**config.mk**
```make
export PLATFORM = sky130hd
export DESIGN_NAME = mlp_layer_ctrl_flat
export DESIGN_NICKNAME = d
export VERILOG_FILES = /design/src/rtl/mlp_layer_ctrl_if.sv /design/src/rtl/mlp_layer_ctrl.sv /design/src/flat_wrapper.sv
export SDC_FILE = /design/constraint.sdc
export NUM_CORES = 1
export LEC_CHECK = 0
export ABC_CLOCK_PERIOD_IN_PS = 5800
export BUFFER_PORTS_ARGS = -buffer_cell sky130_fd_sc_hd__buf_2
export CAP_MARGIN = 5
export CORE_ASPECT_RATIO = 0.9
export CORE_MARGIN = 2
export CORE_UTILIZATION = 59
export DETAILED_ROUTE_END_ITERATION = 16
export GPL_ROUTABILITY_DRIVEN = 0
export PLACE_DENSITY = 0.92
export SLEW_MARGIN = 5
export SYNTH_ARGS = -nofsm -noshare
export SYNTH_HDL_FRONTEND = slang
export SYNTH_SLANG_ARGS = --single-unit
```
**constraint.sdc**
```tcl
create_clock -name clk -period 5.8 [get_ports clk]
set_input_delay 0.29 -clock clk [delete_from_list [all_inputs] [get_ports clk]]
set_output_delay 0.29 -clock clk [all_outputs]
set_load 0.01 [all_outputs]
```
**src/rtl/mlp_layer_ctrl_if.sv**
```systemverilog
// Control/config inputs and beat outputs of the MLP layer sequencer.
// The master side issues layers; the slave side is the sequencer itself.
interface mlp_layer_ctrl_if;
    logic        run;
    logic        start;
    logic        stall;
    logic [11:0] num_inputs;
    logic [11:0] num_outputs;
    logic [11:0] in_base;
    logic [11:0] out_base;
    logic [15:0] w_base;

    logic [11:0] in_addr;
    logic [15:0] w_addr;
    logic        mac_valid;
    logic        mac_clear;
    logic [11:0] out_neuron_addr_0;
    logic        write_neuron_0;
    logic        done_0;
    logic        busy;

    modport master (
        output run, start, stall, num_inputs, num_outputs, in_base, out_base, w_base,
        input  in_addr, w_addr, mac_valid, mac_clear, out_neuron_addr_0,
               write_neuron_0, done_0, busy
    );

    modport slave (
        input  run, start, stall, num_inputs, num_outputs, in_base, out_base, w_base,
        output in_addr, w_addr, mac_valid, mac_clear, out_neuron_addr_0,
               write_neuron_0, done_0, busy
    );
endinterface

```
**src/rtl/mlp_layer_ctrl.sv**
```systemverilog
// MLP layer sequencer: walks num_outputs x num_inputs MAC beats with registered
// read addresses and strobes, then waits PIPE_DEPTH cycles for write-back to drain.
module mlp_layer_ctrl #(
    parameter int PIPE_DEPTH = 4
) (
    input  logic            clk,
    input  logic            rst_n,
    mlp_layer_ctrl_if.slave bus
);
    localparam int DW = $clog2(PIPE_DEPTH + 1) + 1;
    localparam logic [DW-1:0] DRAIN_LAST = DW'(PIPE_DEPTH);

    typedef enum logic [1:0] {IDLE, MAC, DRAIN} state_t;

    state_t        state;
    logic [11:0]   n_in, n_out, in_base_q, out_base_q;
    logic [11:0]   i_cnt, j_cnt;
    logic [15:0]   w_ptr;
    logic [DW-1:0] drain_cnt;

    logic          load, zero_req, issue, last_i, last_j;
    logic [11:0]   src_n_in, src_n_out, src_in_base, src_out_base, src_i, src_j;
    logic [15:0]   src_w;

    // The load edge already emits beat (0,0), so its beat is built from the
    // config inputs; every later beat comes from the latched config and counters.
    always_comb begin
        load     = (state == IDLE) && bus.run && bus.start &&
                   (bus.num_inputs != 12'd0) && (bus.num_outputs != 12'd0);
        zero_req = (state == IDLE) && bus.run && bus.start && !load;
        issue    = load || ((state == MAC) && bus.run && !bus.stall);
        if (load) begin
            src_n_in     = bus.num_inputs;
            src_n_out    = bus.num_outputs;
            src_in_base  = bus.in_base;
            src_out_base = bus.out_base;
            src_i        = 12'd0;
            src_j        = 12'd0;
            src_w        = bus.w_base;
        end else begin
            src_n_in     = n_in;
            src_n_out    = n_out;
            src_in_base  = in_base_q;
            src_out_base = out_base_q;
            src_i        = i_cnt;
            src_j        = j_cnt;
            src_w        = w_ptr;
        end
        last_i = (src_i == src_n_in - 12'd1);
        last_j = (src_j == src_n_out - 12'd1);
    end

    always_ff @(posedge clk or negedge rst_n) begin
        if (!rst_n) begin
            state                 <= IDLE;
            n_in                  <= '0;
            n_out                 <= '0;
            in_base_q             <= '0;
            out_base_q            <= '0;
            i_cnt                 <= '0;
            j_cnt                 <= '0;
            w_ptr                 <= '0;
            drain_cnt             <= '0;
            bus.in_addr           <= '0;
            bus.w_addr            <= '0;
            bus.out_neuron_addr_0 <= '0;
            bus.mac_valid         <= 1'b0;
            bus.mac_clear         <= 1'b0;
            bus.write_neuron_0    <= 1'b0;
            bus.done_0            <= 1'b0;
            bus.busy              <= 1'b0;
        end else if (!bus.run) begin
            state              <= IDLE;
            i_cnt              <= '0;
            j_cnt              <= '0;
            drain_cnt          <= '0;
            bus.mac_valid      <= 1'b0;
            bus.mac_clear      <= 1'b0;
            bus.write_neuron_0 <= 1'b0;
            bus.done_0         <= 1'b0;
            bus.busy           <= 1'b0;
        end else begin
            bus.mac_valid      <= 1'b0;
            bus.mac_clear      <= 1'b0;
            bus.write_neuron_0 <= 1'b0;
            bus.done_0         <= 1'b0;

            case (state)
                IDLE: begin
                    bus.busy <= 1'b0;
                    if (zero_req) bus.done_0 <= 1'b1;
                end
                MAC: begin
                    bus.busy <= 1'b1;
                end
                DRAIN: begin
                    if (drain_cnt == DRAIN_LAST) begin
                        state    <= IDLE;
                        bus.busy <= 1'b0;
                    end else begin
                        drain_cnt <= drain_cnt + 1'b1;
                    end
                end
                default: state <= IDLE;
            endcase

            if (issue) begin
                bus.mac_valid         <= 1'b1;
                bus.busy              <= 1'b1;
                bus.in_addr           <= src_in_base + src_i;
                bus.w_addr            <= src_w;
                bus.out_neuron_addr_0 <= src_out_base + src_j;
                bus.mac_clear         <= (src_i == 12'd0);
                bus.write_neuron_0    <= last_i;
                bus.done_0            <= last_i && last_j;
                w_ptr                 <= src_w + 16'd1;
                if (load) begin
                    n_in       <= bus.num_inputs;
                    n_out      <= bus.num_outputs;
                    in_base_q  <= bus.in_base;
                    out_base_q <= bus.out_base;
                end
                if (last_i) begin
                    i_cnt <= '0;
                    if (last_j) begin
                        j_cnt     <= '0;
                        drain_cnt <= '0;
                        state     <= DRAIN;
                    end else begin
                        j_cnt <= src_j + 12'd1;
                        state <= MAC;
                    end
                end else begin
                    i_cnt <= src_i + 12'd1;
                    state <= MAC;
                end
            end
        end
    end
endmodule

```
**src/flat_wrapper.sv**
```systemverilog
// flat-port wrapper written by rule: the top's interface ports become plain ports
module mlp_layer_ctrl_flat 
#(
    parameter int PIPE_DEPTH = 4
)
  (clk, rst_n, bus_run, bus_start, bus_stall, bus_num_inputs, bus_num_outputs, bus_in_base, bus_out_base, bus_w_base, bus_in_addr, bus_w_addr, bus_mac_valid, bus_mac_clear, bus_out_neuron_addr_0, bus_write_neuron_0, bus_done_0, bus_busy);
  mlp_layer_ctrl_if bus_i ();
  input  logic clk;
  input  logic rst_n;
  input wire logic [$bits(bus_i.run)-1:0] bus_run;
  input wire logic [$bits(bus_i.start)-1:0] bus_start;
  input wire logic [$bits(bus_i.stall)-1:0] bus_stall;
  input wire logic [$bits(bus_i.num_inputs)-1:0] bus_num_inputs;
  input wire logic [$bits(bus_i.num_outputs)-1:0] bus_num_outputs;
  input wire logic [$bits(bus_i.in_base)-1:0] bus_in_base;
  input wire logic [$bits(bus_i.out_base)-1:0] bus_out_base;
  input wire logic [$bits(bus_i.w_base)-1:0] bus_w_base;
  output wire logic [$bits(bus_i.in_addr)-1:0] bus_in_addr;
  output wire logic [$bits(bus_i.w_addr)-1:0] bus_w_addr;
  output wire logic [$bits(bus_i.mac_valid)-1:0] bus_mac_valid;
  output wire logic [$bits(bus_i.mac_clear)-1:0] bus_mac_clear;
  output wire logic [$bits(bus_i.out_neuron_addr_0)-1:0] bus_out_neuron_addr_0;
  output wire logic [$bits(bus_i.write_neuron_0)-1:0] bus_write_neuron_0;
  output wire logic [$bits(bus_i.done_0)-1:0] bus_done_0;
  output wire logic [$bits(bus_i.busy)-1:0] bus_busy;
  assign bus_i.run = bus_run;
  assign bus_i.start = bus_start;
  assign bus_i.stall = bus_stall;
  assign bus_i.num_inputs = bus_num_inputs;
  assign bus_i.num_outputs = bus_num_outputs;
  assign bus_i.in_base = bus_in_base;
  assign bus_i.out_base = bus_out_base;
  assign bus_i.w_base = bus_w_base;
  assign bus_in_addr = bus_i.in_addr;
  assign bus_w_addr = bus_i.w_addr;
  assign bus_mac_valid = bus_i.mac_valid;
  assign bus_mac_clear = bus_i.mac_clear;
  assign bus_out_neuron_addr_0 = bus_i.out_neuron_addr_0;
  assign bus_write_neuron_0 = bus_i.write_neuron_0;
  assign bus_done_0 = bus_i.done_0;
  assign bus_busy = bus_i.busy;
  mlp_layer_ctrl #(.PIPE_DEPTH(PIPE_DEPTH)) u_core (.clk(clk), .rst_n(rst_n), .bus(bus_i));
endmodule
```
==> metrics <==
power share of the clock group=31.6%; clock tree sinks=139; Placed Cells=1358; Buf/Inv on CP=2; drt total wl=about 23 mm; Fin Hold WS=56.5 ps; CTS root buffer=clkbuf_16; first-pass GRT wire length=~39 mm; cell area after placement=9550 um2; met3 wire length=2.32 mm; Area Overhead vs Synth=12.9%; Psw=roughly 1.1 mW; Longest Clk Path Bufs=2; H-tree Lvls=4; largest net degree at the start of global routing=79; clk slew on worst S/H paths=60 ps; P_int=2.11 mW; number of core rows=42; CP arrival=4720 ps; initial core utilization=60.6%; PortBufs=113; element type at the critical path end=flop; Worst Clk Skew=8.83 ps; Via Count=8358; power density over the cells=319 nW/um2; grt ovf=0; Post-CTS Setup Inserts=0; status=complete, no violations; top cells by area, synth=dfrtp_1 (39%), nand2_1 (12%), xnor2_1 (4.3%), ha_1 (4.2%), nor2_1 (4.2%); core footprint=14800 um2; CP max stage cell=a2111oi_0; vias in the first global route=7945; maximum vdd drop=0.000231 V; fmax=227 MHz; diodes inserted=0; crit-path max FO=46; Worst path most repeated cell=nand2_1; Crit path required time=6120 ps; Slew headroom=42.5%; Final Hold Fails=0; fillers=approximately 1100; Setup TNS=0 ps; Syn Inst Count=1097; crit path kind=reg2reg; startpoint types=flop; Layout Cells excl Fill=1389; Initial DRT Pass Iterations=6; Post-Route M1 WL=10.2 mm; ANT nets after route=0; antenna violations before repair=0; I/O pins=114; Comb pwr share=between 20 and 30%; CTS tree=done; #FFs+latches synth=139; met2 wire length=10.3 mm; post-synth top area share=between 30% and 40%; largest area contributor in the netlist=dfrtp_1; Layout Nets=1281; drc violations=0; post-DP HPWL=16.0 mm; 1st-iter DRT viols=roughly 860; Hold Crit Class=in2reg; ys async rst share=100%; CTS Buf Count=17; Yosys cell types=84; post-synthesis sequential area ratio=38.9%; die width=134 um; GRT Util Overall=between 20 and 30%; Skew-Pair Late Insertion Delay=about 440 ps; share of layout cells above drive strength 1=roughly 15%; Final Cell Area=10100 um2; synthesized area=8950 um2; Setup violations, final=0; Reg power frac=41.0%; Slew @ Worst Pin=between 800 and 900 ps; full die area=about 16000 um2; synth warn=0; Max Cap Viol=0; Tcrit/Tclk final=75.9%; CP cell instances=nor2b_1 -> and3b_1 -> o211ai_4 -> buf_4 -> nand2_1 -> nand2_1 -> inv_1 -> ha_1 -> nand4_1 -> xnor2_1 -> a2111oi_0 -> a21oi_1 -> nor3_1 -> o2111ai_2 -> and3_1 -> a32o_1; drt wl/cell=16.8 um; DR top layer=met4; Post-Syn Area per Cell=8.16 um2; main flop type after synthesis=dfrtp_1; fin. max-slew vios=0; crit-path leading delay family=compound AO/OA/AOI/OAI gates; detailed-route vias per instance=roughly 6; Post-synth EDFFs=0; Min Clock Period, post-route=4400 ps; RSZ-0062 raised after global routing=no; Leak=4.85 nW; Mapped Nets=1198; CP max stage delay=570 ps; switching power share of the total=34.4%; Die Y=121 um
==> Yosys cell counts (all sizes together) (5+ instances only) <==
library cell and n:
a21boi 6, a21o 11, a21oi 58, a22o 6, a22oi 5, a31oi 19
and2 20, and3 10, buf 27, clkbuf 30, dfrtp 139, ha 30
inv 27, mux2 7, mux2i 8, nand2 278, nand2b 10, nand3 37
nand4 9, nor2 99, nor2b 13, nor3 25, nor3b 5, nor4 10
o211ai 9, o21a 5, o21ai 51, or2 6, or3 7, xnor2 44
xor2 30
==> state kept, by name (all words and copies together) (netlist names), 2 cells and up <==
name / cells
u_core.out_base_q: 12
u_core.bus.w_addr: 16
u_core.bus.in_addr: 12
u_core.n_in: 12
u_core.bus.out_neuron_addr_0: 12
u_core.i_cnt: 12
u_core.n_out: 12
u_core.w_ptr: 16
u_core.drain_cnt: 4
u_core.state: 2
u_core.j_cnt: 12
u_core.in_base_q: 12
==> cell usage in the layout (no fill, tap or decap), types with 13 or more instances in the layout <==
| cell type | n |
|---|---|
| nand2_1 | 276 |
| dfrtp_1 | 139 |
| buf_2 | 112 |
| nor2_1 | 98 |
| a21oi_1 | 56 |
| xnor2_1 | 44 |
| o21ai_0 | 42 |
| nand3_1 | 37 |
| xor2_1 | 30 |
| ha_1 | 30 |
| inv_1 | 26 |
| nor3_1 | 21 |
| and2_1 | 19 |
| a31oi_1 | 19 |
| clkbuf_16 | 17 |
| nor2b_1 | 13 |
==> worst min-delay path, delay by kind of cell <==
family	cells	cell delay, ps
buffers and inverters	1	70
and+or+nand+nor	2	100
==> metrics by stage <==
step	worst slack (ps)	power, mW	utilization, %
4_1_cts	1520	3.21	68.4
2_1_floorplan	1710	1.90	-
3_5_place_dp	1220	2.19	64.6
3_3_place_gp	1360	2.15	64.6
6_report	1400	3.22	68.4
5_1_grt	1140	3.40	68.4
==> layout make-up <==
| cell class | instances | area, um2 | area share [%] |
|---|---|---|---|
| inverter | 27 | 101 | 1.00 |
| timing repair buffer | 121 | 634 | 6.28 |
| clock buffer | 20 | 447 | 4.42 |
| clock inverter | 10 | 95.1 | 0.942 |
| sequential | 139 | 3480 | 34.4 |
| multi-input combinational | 874 | 5090 | 50.4 |
| tap | 198 | 248 | 2.45 |
==> power groups by stage <==
| stage | registers, mW | clock network, mW | logic [mW] |
|---|---|---|---|
| floorplan | 1.33 | 0 | 0.574 |
| global placement | 1.32 | 0 | 0.833 |
| detailed placement | 1.32 | 0 | 0.864 |
| CTS | 1.31 | 1.02 | 0.878 |
| global route | 1.34 | 1.07 | 0.988 |
| finish | 1.32 | 1.02 | 0.881 |
==> cell families after synthesis <==
kind of cell | share of synthesized area [%]
xor gates and xnor gates | 7.24
adders and majority gates | 4.64
buffers and inverters | 4.40
DFF | 38.9
muxes | 1.82
AOI/OAI and AO/OA | 15.3
and+or+nand+nor | 27.7
==> path summary, 6_finish.rpt <==
path | from | endpoint | slack, ps | depth (start not counted)
max in group asynchronous | rst_n | u_core.w_ptr[14] | 4070 | 3
min in group asynchronous | rst_n | u_core.n_in[3] | 450 | 2
worst max register to register | u_core.state[1] | u_core.j_cnt[11] | 1400 | 16
worst min register to register | u_core.out_base_q[6] | u_core.out_base_q[6] | 470 | 2
worst min-delay path | bus_in_base[0] | u_core.in_base_q[0] | 60 | 3
worst max-delay path | u_core.state[1] | u_core.j_cnt[11] | 1400 | 16
==> metal layers <==
layer,GRT usage [%],vias up
met5,0,-
met4,9.77,0
met3,7.59,41
met2,45.7,424
met1,41.9,3954
li1,-,3939
==> what timing repair did <==
action,4_1_cts,5_1_grt
hold buffers,1,0
resized for setup,0,0
hold endpoints to repair,77,0
Power figures use the tool's default switching activity.
